`config.mk`:
```
export PLATFORM = sky130hd
export DESIGN_NAME = memory_access
export DESIGN_NICKNAME = d
export VERILOG_FILES = /design/src/rtl/memory_access_pkg.sv /design/src/rtl/load_extend.sv /design/src/rtl/memory_access.sv
export SDC_FILE = /design/constraint.sdc
export NUM_CORES = 1
export LEC_CHECK = 0
export CAP_MARGIN = 10
export CORE_ASPECT_RATIO = 0.9
export CORE_MARGIN = 2
export CORE_UTILIZATION = 52
export DETAILED_ROUTE_END_ITERATION = 6
export PLACE_DENSITY = 0.88
export SETUP_SLACK_MARGIN = 0.15
export SYNTH_ARGS = -nofsm -noshare
export SYNTH_HDL_FRONTEND = slang
export SYNTH_HIERARCHICAL = 1
export SYNTH_SLANG_ARGS = --single-unit
```
`constraint.sdc`:
```
create_clock -name clk -period 17.7 [get_ports clk]
set_clock_uncertainty 0.05 [all_clocks]
set_input_delay 3.54 -clock clk [delete_from_list [all_inputs] [get_ports clk]]
set_output_delay 3.54 -clock clk [all_outputs]
set_load 0.1 [all_outputs]
```
`src/rtl/memory_access_pkg.sv`:
```
// memory_access_pkg: widths, memory opcodes, FSM states and decode helpers
// shared by the memory-access stage and its load-extension datapath.
`default_nettype none

package memory_access_pkg;

  localparam int XLEN          = 64;
  localparam int MEMOP_LEN     = 4;
  localparam int REG_ADDRWIDTH = 5;

  localparam logic [MEMOP_LEN-1:0] MEMOP_NONE = 4'd0;
  localparam logic [MEMOP_LEN-1:0] MEMOP_LB   = 4'd1;
  localparam logic [MEMOP_LEN-1:0] MEMOP_LBU  = 4'd2;
  localparam logic [MEMOP_LEN-1:0] MEMOP_LH   = 4'd3;
  localparam logic [MEMOP_LEN-1:0] MEMOP_LHU  = 4'd4;
  localparam logic [MEMOP_LEN-1:0] MEMOP_LW   = 4'd5;
  localparam logic [MEMOP_LEN-1:0] MEMOP_LWU  = 4'd6;
  localparam logic [MEMOP_LEN-1:0] MEMOP_LD   = 4'd7;
  localparam logic [MEMOP_LEN-1:0] MEMOP_SB   = 4'd8;
  localparam logic [MEMOP_LEN-1:0] MEMOP_SH   = 4'd9;
  localparam logic [MEMOP_LEN-1:0] MEMOP_SW   = 4'd10;
  localparam logic [MEMOP_LEN-1:0] MEMOP_SD   = 4'd11;

  typedef enum logic [1:0] {
    ST_IDLE = 2'd0,
    ST_REQ  = 2'd1,
    ST_RESP = 2'd2,
    ST_DONE = 2'd3
  } state_e;

  function automatic logic is_load(input logic [MEMOP_LEN-1:0] op);
    return (op >= MEMOP_LB) && (op <= MEMOP_LD);
  endfunction

  function automatic logic is_store(input logic [MEMOP_LEN-1:0] op);
    return (op >= MEMOP_SB) && (op <= MEMOP_SD);
  endfunction

  // Codes 12..15 fall into the default arm and behave as no-strobe, never-misaligned.
  function automatic logic [7:0] base_strb(input logic [MEMOP_LEN-1:0] op);
    case (op)
      MEMOP_SB: return 8'h01;
      MEMOP_SH: return 8'h03;
      MEMOP_SW: return 8'h0F;
      MEMOP_SD: return 8'hFF;
      default:  return 8'h00;
    endcase
  endfunction

  function automatic logic is_misaligned(input logic [MEMOP_LEN-1:0] op,
                                         input logic [2:0] a);
    case (op)
      MEMOP_LH, MEMOP_LHU, MEMOP_SH: return a[0];
      MEMOP_LW, MEMOP_LWU, MEMOP_SW: return |a[1:0];
      MEMOP_LD, MEMOP_SD:            return |a;
      default:                       return 1'b0;
    endcase
  endfunction

endpackage

`default_nettype wire

```
`src/rtl/load_extend.sv`:
```
// load_extend: steers the addressed bytes of a raw 8-byte read down to bit 0
// and sign- or zero-extends them according to the load opcode.
`default_nettype none

module load_extend
  import memory_access_pkg::*;
(
  input  logic [XLEN-1:0]      rsp_data_i,
  input  logic [2:0]           addr_i,
  input  logic [MEMOP_LEN-1:0] mem_op_i,
  output logic [XLEN-1:0]      ld_data_o
);

  logic [XLEN-1:0] sh;

  always_comb begin
    sh = rsp_data_i >> {addr_i, 3'b000};
    case (mem_op_i)
      MEMOP_LB:  ld_data_o = {{56{sh[7]}}, sh[7:0]};
      MEMOP_LBU: ld_data_o = {56'd0, sh[7:0]};
      MEMOP_LH:  ld_data_o = {{48{sh[15]}}, sh[15:0]};
      MEMOP_LHU: ld_data_o = {48'd0, sh[15:0]};
      MEMOP_LW:  ld_data_o = {{32{sh[31]}}, sh[31:0]};
      MEMOP_LWU: ld_data_o = {32'd0, sh[31:0]};
      default:   ld_data_o = sh;
    endcase
  end

endmodule

`default_nettype wire

```
`src/rtl/memory_access.sv`:
```
// memory_access: MEM stage; takes the execute bundle, issues at most one
// aligned bus request with lane steering, and hands the write-back value on.
`default_nettype none

module memory_access
  import memory_access_pkg::*;
(
  input  logic                     clk,
  input  logic                     rst,
  input  logic                     in_valid,
  output logic                     in_ready,
  input  logic [XLEN-1:0]          alu_out,
  input  logic [XLEN-1:0]          rs2_data,
  input  logic [MEMOP_LEN-1:0]     mem_op,
  input  logic [REG_ADDRWIDTH-1:0] rd_idx,
  output logic                     mem_req_valid,
  input  logic                     mem_req_ready,
  output logic [XLEN-1:0]          mem_req_addr,
  output logic                     mem_req_wen,
  output logic [XLEN-1:0]          mem_req_wdata,
  output logic [7:0]               mem_req_wstrb,
  input  logic                     mem_rsp_valid,
  input  logic [XLEN-1:0]          mem_rsp_data,
  output logic                     out_valid,
  input  logic                     out_ready,
  output logic [REG_ADDRWIDTH-1:0] out_rd_idx,
  output logic [XLEN-1:0]          out_wb_data,
  output logic                     out_misaligned
);

  state_e                     state_q;
  logic [2:0]                 addr_lo_q;
  logic [MEMOP_LEN-1:0]       op_q;
  logic                       req_valid_q;
  logic [XLEN-1:0]            req_addr_q;
  logic                       req_wen_q;
  logic [XLEN-1:0]            req_wdata_q;
  logic [7:0]                 req_wstrb_q;
  logic                       out_valid_q;
  logic [REG_ADDRWIDTH-1:0]   out_rd_q;
  logic [XLEN-1:0]            out_wb_q;
  logic                       out_mis_q;

  logic [XLEN-1:0]            ld_value;
  logic [XLEN-1:0]            st_wdata_d;
  logic [7:0]                 st_wstrb_d;
  logic                       st_d;

  assign st_d       = is_store(mem_op);
  assign st_wdata_d = st_d ? (rs2_data << {alu_out[2:0], 3'b000}) : '0;
  assign st_wstrb_d = base_strb(mem_op) << alu_out[2:0];

  load_extend u_load_extend (
    .rsp_data_i (mem_rsp_data),
    .addr_i     (addr_lo_q),
    .mem_op_i   (op_q),
    .ld_data_o  (ld_value)
  );

  always_ff @(posedge clk or posedge rst) begin
    if (rst) begin
      state_q     <= ST_IDLE;
      addr_lo_q   <= '0;
      op_q        <= '0;
      req_valid_q <= 1'b0;
      req_addr_q  <= '0;
      req_wen_q   <= 1'b0;
      req_wdata_q <= '0;
      req_wstrb_q <= '0;
      out_valid_q <= 1'b0;
      out_rd_q    <= '0;
      out_wb_q    <= '0;
      out_mis_q   <= 1'b0;
    end else begin
      case (state_q)
        ST_IDLE: begin
          if (in_valid) begin
            addr_lo_q <= alu_out[2:0];
            op_q      <= mem_op;
            out_rd_q  <= rd_idx;
            if (!is_load(mem_op) && !st_d) begin
              out_wb_q    <= alu_out;
              out_mis_q   <= 1'b0;
              out_valid_q <= 1'b1;
              state_q     <= ST_DONE;
            end else if (is_misaligned(mem_op, alu_out[2:0])) begin
              out_wb_q    <= '0;
              out_mis_q   <= 1'b1;
              out_valid_q <= 1'b1;
              state_q     <= ST_DONE;
            end else begin
              req_valid_q <= 1'b1;
              req_addr_q  <= {alu_out[XLEN-1:3], 3'b000};
              req_wen_q   <= st_d;
              req_wdata_q <= st_wdata_d;
              req_wstrb_q <= st_wstrb_d;
              state_q     <= ST_REQ;
            end
          end
        end
        ST_REQ: begin
          if (mem_req_ready) begin
            req_valid_q <= 1'b0;
            state_q     <= ST_RESP;
          end
        end
        ST_RESP: begin
          // A store's response is only the write acknowledge; it carries no data.
          if (mem_rsp_valid) begin
            out_wb_q    <= is_load(op_q) ? ld_value : '0;
            out_mis_q   <= 1'b0;
            out_valid_q <= 1'b1;
            state_q     <= ST_DONE;
          end
        end
        ST_DONE: begin
          if (out_ready) begin
            out_valid_q <= 1'b0;
            state_q     <= ST_IDLE;
          end
        end
        default: state_q <= ST_IDLE;
      endcase
    end
  end

  assign in_ready       = (state_q == ST_IDLE);
  assign mem_req_valid  = req_valid_q;
  assign mem_req_addr   = req_addr_q;
  assign mem_req_wen    = req_wen_q;
  assign mem_req_wdata  = req_wdata_q;
  assign mem_req_wstrb  = req_wstrb_q;
  assign out_valid      = out_valid_q;
  assign out_rd_idx     = out_rd_q;
  assign out_wb_data    = out_wb_q;
  assign out_misaligned = out_mis_q;

endmodule

`default_nettype wire

```
==> results.tsv, run 1 <==
stage	metric	value	unit
drt	drt wl/cell	24.24	microns
synth	Synth area leaders	dfrtp_1 40%, mux2_2 12%, mux2i_1 6.5%	
synth	most area-hungry cell type in the Yosys netlist	dfrtp_1	
clock_tree	CTS Sinks	215	
sta	setup tns final	0	ns
die	Initial Utilization	53.09	%
clock_tree	H-Tree Depth	1	
status	status	complete, no violations	
synth	Syn Std Cell Area	13370	sq um
clock_tree	post-CTS setup buffer count	0	
worst_setup_path	critical-path maximum fanout	71	
worst_setup_path	CP startpoint	mem_op[1]	
drt	Routed Antenna Nets	0	
global_routing	first-pass GRT wire length	75070	microns
worst_setup_path	family with the most delay on the worst path	buffers and inverters	
sta	clock period minus worst slack	7.385	ns
sta	setup violators final	0	
drt	1st-pass router iterations	6	
die	std cell rows	55	
cells_and_area	Final nets	1900	
worst_setup_path	critical-path cell list	clkdlybuf4s50_1 -> nor4_1 -> a221o_1 -> or3_4 -> buf_4 -> mux2_2	
worst_setup_path	CP startpoint kind	primary input	
worst_setup_path	Worst Path Buf+Inv	2	
worst_setup_path	WP data required	18.05	ns
sta	Rel. slew slack	22.87	%
sta	highest clock rate	0.1354	GHz
die	die area	27020	sq um
clock_tree	CTS Buf Count	24	
synth	EDFF count, synth	0	
worst_hold_path	min-delay src	mem_req_addr[4]$_DFFE_PP0P_	
die	Core ar.	25190	sq um
synth	Post-Synthesis Cells	1369	
clock_tree	CTS tree	yes	
synth	Seq/Total Area, Yosys	40.23	%
sta	unrepaired setup endpoints after global routing	no	
clock_tree	clock root buffer	clkbuf_16	
sta	max-slew violation count	0	
drt	via count	12987	
die	Ports	417	
clock_tree	clock slew at reported path FFs	0.06	ns
global_routing	initial antenna violation count	3	
clock_tree	# hold bufs at CTS	0	
sta	post-route clock period utilization	41.73	%
synth	Synth cell types	63	
drt	1st-iter DRT viols	1651	
worst_setup_path	Setup CP Type	primary input to flip-flop	
synth	#FFs+latches synth	215	
clock_tree	worst skew pair latency	0.52	ns
clock_tree	Resize count post-CTS	0	
synth	Synth Warn #	6	
synth	syn avg cell area	9.768	sq um
global_routing	all-layer global routing usage	35.55	%
cells_and_area	area delta synth->final	37.25	%
worst_setup_path	CP Data Arrival Time	7.74	ns
die	Die H	156.1	microns
job	Max Cap Viol	0	
synth	async set-reset flop share out of synthesis	100.0	%
cells_and_area	ratio of cells with drive above 1 in the final layout	15.02	%
sta	Final Hold Violating Endpoints	0	
worst_setup_path	Worst setup EP type	flip-flop	
worst_setup_path	CP max stage delay	0.92	ns
worst_setup_path	reg2reg start	state_q[0]$_DFFE_PP0P_	
worst_setup_path	Crit-path slowest cell	buf_4	
drt	detailed-route DRC error count	0	
global_routing	grt ovf	0	
placed_design	HPWL after DPL	35210	microns
placed_design	gpl congestion	0.9511	
clock_tree	Max clock buf depth	3	
die	Die W	173.0	microns
synth	top-area cell type share of the netlist area	40.23	%
synth	Top FF cell, synth	dfrtp_1	
placed_design	IO buf count	413	
worst_hold_path	Min-Delay Path Class	flip-flop to flip-flop	
drt	drt via density	6.341	
sta	Slew @ Worst Pin	1.148	ns
global_routing	pin count of the biggest net entering global routing	148	
drt	drt total wl	49640	microns
global_routing	vias in the first global route	12683	
cell usage after synthesis (9+ instances only):
cell type	n
clkbuf_1	88
buf_2	28
o22ai_1	16
nand3b_1	9
nand2b_1	10
mux2i_1	87
mux2_4	26
nor2_1	115
o31ai_1	19
a21oi_1	34
mux2_1	15
or2_2	9
o211ai_1	9
a221oi_1	65
buf_1	13
mux2_2	142
nor2b_1	24
o21ai_0	101
inv_1	11
a211oi_1	26
dfrtp_1	215
nand2_1	136
a22oi_1	65
nor3_1	15
layer usage:
metal | routed length [microns] | track usage (%) | vias to the layer above | part of all wire (%)
met5 | 13 | 0 | - | 0.026
met4 | 2147 | 13.92 | 2 | 4.3
met3 | 4726 | 8.480 | 143 | 9.5
met2 | 24250 | 61.56 | 813 | 49
met1 | 18510 | 43.06 | 6330 | 37
li1 | - | - | 5699 | -
cell type report:
cell class	instances	area, sq um
tap	342	427.9
fill	1798	6833
sequential	215	5386
clock inverter	9	148.9
inverter	11	48.80
timing repair buffer	432	4264
multi-input combinational	1004	7377
antenna	2	5.005
clock buffer	33	695.7
cells in the final DEF (no fill, tap or decap), drive strengths merged, types with 9 or more instances in the layout:
cell type and n:
nand2b 10, o211ai 9, nor2b 24, mux2i 87, nand3b 9, o22ai 16
nor3 16, or2 9, clkbuf 33, a21oi 34, a211oi 26, o21ai 103
nor2 115, clkdlybuf4s50 410, mux2 183, nand2 136, o31ai 19, dfrtp 215
inv 12, buf 22, a22oi 65, a221oi 65
flip-flops by register name, indices dropped and copies added, names as in the netlist:
| name | flops |
|---|---|
| mem_req_wstrb | 8 |
| out_valid | 1 |
| addr_lo_q | 3 |
| out_misaligned | 1 |
| mem_req_addr | 61 |
| out_wb_data | 64 |
| mem_req_wdata | 64 |
| mem_req_valid | 1 |
| out_rd_idx | 5 |
| state_q | 2 |
| op_q | 4 |
| mem_req_wen | 1 |
kinds of logic after synthesis:
| logic type | Yosys count | share of synthesized area [%] |
|---|---|---|
| AOI/OAI and AO/OA | 378 | 19.55 |
| buffers and inverters | 152 | 5.062 |
| xor gates and xnor gates | 1 | 0.06551 |
| adders and majority gates | 5 | 0.4678 |
| other | 1 | 0.02804 |
| and+or+nand+nor | 345 | 11.60 |
| muxes | 272 | 22.99 |
| DFF | 215 | 40.23 |
final timing paths:
kind                                                 end  slack (ns)  cells past startpoint
max                        mem_req_wdata[16]$_DFFE_PP0P_       10.31                      6
min                          mem_req_addr[4]$_DFFE_PP0P_        0.44                      1
max reg2reg                mem_req_wdata[16]$_DFFE_PP0P_       13.93                      7
min reg2reg                  mem_req_addr[4]$_DFFE_PP0P_        0.44                      1
max in group asynchronous    out_wb_data[63]$_DFFE_PP0P_       12.38                      3
min in group asynchronous    mem_req_addr[7]$_DFFE_PP0P_        3.62                      2
metrics by stage:
stage                     cells  instance area, sq um  hold slack (ns)  worst slack, ns  util [%]
after floorplan            1371                 13380           0.4307            8.231         -
after global placement     2004                 17500           0.4252            10.08     69.50
after detailed placement   2004                 17500           0.4316            9.880     69.50
after CTS                  2046                 18350           0.4455            10.42     72.85
after global routing       2048                 18350           0.4619            10.17     72.87
final                      2048                 18350           0.4439            10.31     72.87
Power of run 1 is left out: the tool's default activity adds up to more than one toggle a clock period on the data nets, which glitch-free logic cannot reach.
==> inputs of run 2 (changes only) <==
--- a/config.mk
+++ b/config.mk
@@ -8,9 +8,9 @@
 export CAP_MARGIN = 10
 export CORE_ASPECT_RATIO = 0.9
 export CORE_MARGIN = 2
-export CORE_UTILIZATION = 52
+export CORE_UTILIZATION = 48
 export DETAILED_ROUTE_END_ITERATION = 6
-export PLACE_DENSITY = 0.88
+export PLACE_DENSITY = 0.82
 export SETUP_SLACK_MARGIN = 0.15
 export SYNTH_ARGS = -nofsm -noshare
 export SYNTH_HDL_FRONTEND = slang
==> constraint.sdc (replaced) <==
create_clock -name clk -period 7.74 [get_ports clk]
set_clock_uncertainty 0.05 [all_clocks]
set_input_delay 1.548 -clock clk [delete_from_list [all_inputs] [get_ports clk]]
set_output_delay 1.548 -clock clk [all_outputs]
set_load 0.1 [all_outputs]
==> run 2 against run 1 <==
Effect of this change: core utilization is 4.8 points lower; design area is 0.85% higher; sequential cell count stayed put; worst hold slack worse by 0.0046 ns; global-route usage is 2.2 points lower; critical path depth stayed put.
==> results.tsv, run 2 (synthesized netlist as in run 1, its figures left out) <==
stage	metric	value	unit	change
die	Die H	162.4	microns	was 156.1 microns
worst_hold_path	Min-Delay Path Class	flip-flop to flip-flop		unchanged
drt	WL met3	4400	microns	was 4726 microns
die	Ports	417		unchanged
cells_and_area	ratio of cells with drive above 1 in the final layout	15.06	%	was 15.02%
drt	DR WL met2	25100	microns	was 24250 microns
worst_setup_path	Worst Path Buf+Inv	2		unchanged
worst_setup_path	CP max stage delay	0.80	ns	was 0.92 ns
worst_setup_path	reg2reg start	addr_lo_q[1]$_DFFE_PP0P_		was state_q[0]$_DFFE_PP0P_
clock_tree	CTS tree	yes		unchanged
status	status	complete, no violations		unchanged
placed_design	gpl congestion	0.9456		was 0.9511
drt	Post-Route M1 WL	19370	microns	was 18510 microns
sta	max-slew violation count	0		unchanged
sta	clock period minus worst slack	4.993	ns	
placed_design	HPWL after DPL	35970	microns	was 35210 microns
clock_tree	Resize count post-CTS	0		unchanged
worst_setup_path	CP Data Arrival Time	5.36	ns	was 7.74 ns
clock_tree	CTS Sinks	215		unchanged
worst_setup_path	family with the most delay on the worst path	buffers and inverters		unchanged
drt	drt total wl	50590	microns	was 49640 microns
cells_and_area	Final nets	1902		was 1900
clock_tree	H-Tree Depth	1		unchanged
clock_tree	# hold bufs at CTS	0		unchanged
worst_setup_path	Crit-path slowest cell	a221o_1		was buf_4
sta	highest clock rate	0.2003	GHz	
worst_setup_path	Worst setup EP type	flip-flop		unchanged
global_routing	first-pass GRT wire length	76500	microns	was 75070 microns
die	Die W	179.9	microns	was 173.0 microns
worst_setup_path	reg2reg end	out_wb_data[39]$_DFFE_PP0P_		was mem_req_wdata[16]$_DFFE_PP0P_
clock_tree	worst skew pair latency	0.54	ns	was 0.52 ns
drt	1st-iter DRT viols	1747		was 1651
global_routing	grt ovf	0		unchanged
sta	setup ws final	2.747	ns	was 10.31 ns
die	Core ar.	27170	sq um	was 25190 sq um
global_routing	initial antenna violation count	5		was 3
drt	drt wl/cell	24.49	microns	was 24.24 microns
sta	Rel. slew slack	25.54	%	was 22.87%
die	die area	29210	sq um	was 27020 sq um
drt	top sig layer	met4		was met5
worst_setup_path	Setup CP Type	primary input to flip-flop		unchanged
worst_setup_path	Critical Path Sink	mem_req_addr[21]$_DFFE_PP0P_		was mem_req_wdata[16]$_DFFE_PP0P_
die	std cell rows	57		was 55
global_routing	pin count of the biggest net entering global routing	89		was 148
worst_setup_path	CP startpoint kind	primary input		unchanged
die	Initial Utilization	49.21	%	was 53.09%
cells_and_area	most common cell after layout, fill and taps aside	clkdlybuf4s50_1		unchanged
drt	1st-pass router iterations	6		unchanged
drt	drt via density	6.273		was 6.341
drt	detailed-route DRC error count	0		unchanged
worst_setup_path	CP startpoint	mem_op[1]		unchanged
sta	Final Hold Violating Endpoints	0		unchanged
cells_and_area	Finished Layout Cells	2066		was 2048
worst_hold_path	min-delay src	mem_req_wdata[50]$_DFFE_PP0P_		was mem_req_addr[4]$_DFFE_PP0P_
drt	Routed Antenna Nets	0		unchanged
sta	post-route clock period utilization	64.50	%	
clock_tree	clock root buffer	clkbuf_16		unchanged
sta	Slew @ Worst Pin	1.113	ns	was 1.148 ns
sta	unrepaired setup endpoints after global routing	no		unchanged
global_routing	vias in the first global route	12688		was 12683
worst_setup_path	critical-path maximum fanout	60		was 71
worst_setup_path	critical-path cell list	clkdlybuf4s50_1 -> nor4_1 -> a221o_1 -> or3_4 -> buf_4 -> mux2_2		unchanged
clock_tree	clock slew at reported path FFs	0.06	ns	about the same
global_routing	all-layer global routing usage	33.34	%	was 35.55%
drt	via count	12961		was 12987
worst_setup_path	WP data required	8.10	ns	was 18.05 ns
worst_setup_path	reg2reg setup slack	3.88	ns	was 13.93 ns
clock_tree	CTS Buf Count	26		was 24
clock_tree	post-CTS setup buffer count	0		unchanged
placed_design	Placed Cells	2016		was 2004
cells_and_area	commonest non-fill, non-tap cells in the layout	410 x clkdlybuf4s50_1, 212 x dfrtp_1, 142 x mux2_2, 136 x nand2_1, 114 x nor2_1		unchanged
clock_tree	Max clock buf depth	3		unchanged
job	Max Cap Viol	0		unchanged
sta	setup violators final	0		unchanged
worst_setup_path	r2r worst-path depth	7		unchanged
placed_design	setup slack at placement	2.298	ns	was 9.880 ns
worst_setup_path	instance count on the critical path	6		unchanged
sta	setup tns final	0	ns	unchanged
placed_design	IO buf count	413		unchanged
cells_and_area	area delta synth->final	38.41	%	was 37.25%
cells_and_area	Core Util, Final	68.12	%	was 72.87%
run 2: cell count changes in the layout (fill, tap and decap cells not counted), sizes merged:
| cell | delta |
|---|---|
| clkinvlp | +1 |
| clkbuf | +1 |
| bufinv | +4 |
| diode | +4 |
| inv | -1 |
| clkinv | -3 |
run 2: how the worst min path moves through the flow:
| stage | slack [ns] | depth (start not counted) | to |
|---|---|---|---|
| 2_1_floorplan | 0.43 | 1 | addr_lo_q[1]$_DFFE_PP0P_ |
| 3_3_place_gp | 0.43 | 1 | mem_req_wdata[50]$_DFFE_PP0P_ |
| 3_5_place_dp | 0.43 | 1 | mem_req_wdata[50]$_DFFE_PP0P_ |
| 4_1_cts | 0.44 | 1 | mem_req_wdata[50]$_DFFE_PP0P_ |
| 5_1_grt | 0.47 | 1 | mem_req_addr[62]$_DFFE_PP0P_ |
| 6_report | 0.44 | 1 | mem_req_wdata[50]$_DFFE_PP0P_ |
run 2: final cells by class:
cell class / instances / area, sq um
timing repair buffer: 432 / 4264
tap: 354 / 442.9
fill: 2073 / 8663
antenna: 6 / 15.01
multi-input combinational: 1004 / 7377
clock buffer: 34 / 721.9
sequential: 215 / 5386
inverter: 11 / 48.80
clock inverter: 10 / 252.7
run 2: per-layer routing:
| metal | vias up | global-route usage [%] |
|---|---|---|
| met4 | 0 | 10.86 |
| met2 | 695 | 57.96 |
| met5 | - | 0 |
| met3 | 123 | 7.312 |
| met1 | 6426 | 41.45 |
| li1 | 5717 | - |
run 2: worst register-to-register path, cell delays in order (launching register included):
cell	delay, ns
dfrtp_4	1.15
mux2_2	0.49
a2bb2o_2	0.26
nor4_1	0.08
nor3_4	0.89
o21ai_0	0.33
a221oi_1	0.34
a22oi_1	0.10
run 2: metrics by stage:
stage	hold WS (ns)	instance area, sq um
6_report	0.4393	18510
2_1_floorplan	0.4307	13380
5_1_grt	0.4666	18510
3_5_place_dp	0.4308	17520
3_3_place_gp	0.4257	17520
4_1_cts	0.4442	18490
Power of run 2 is left out for the same reason.
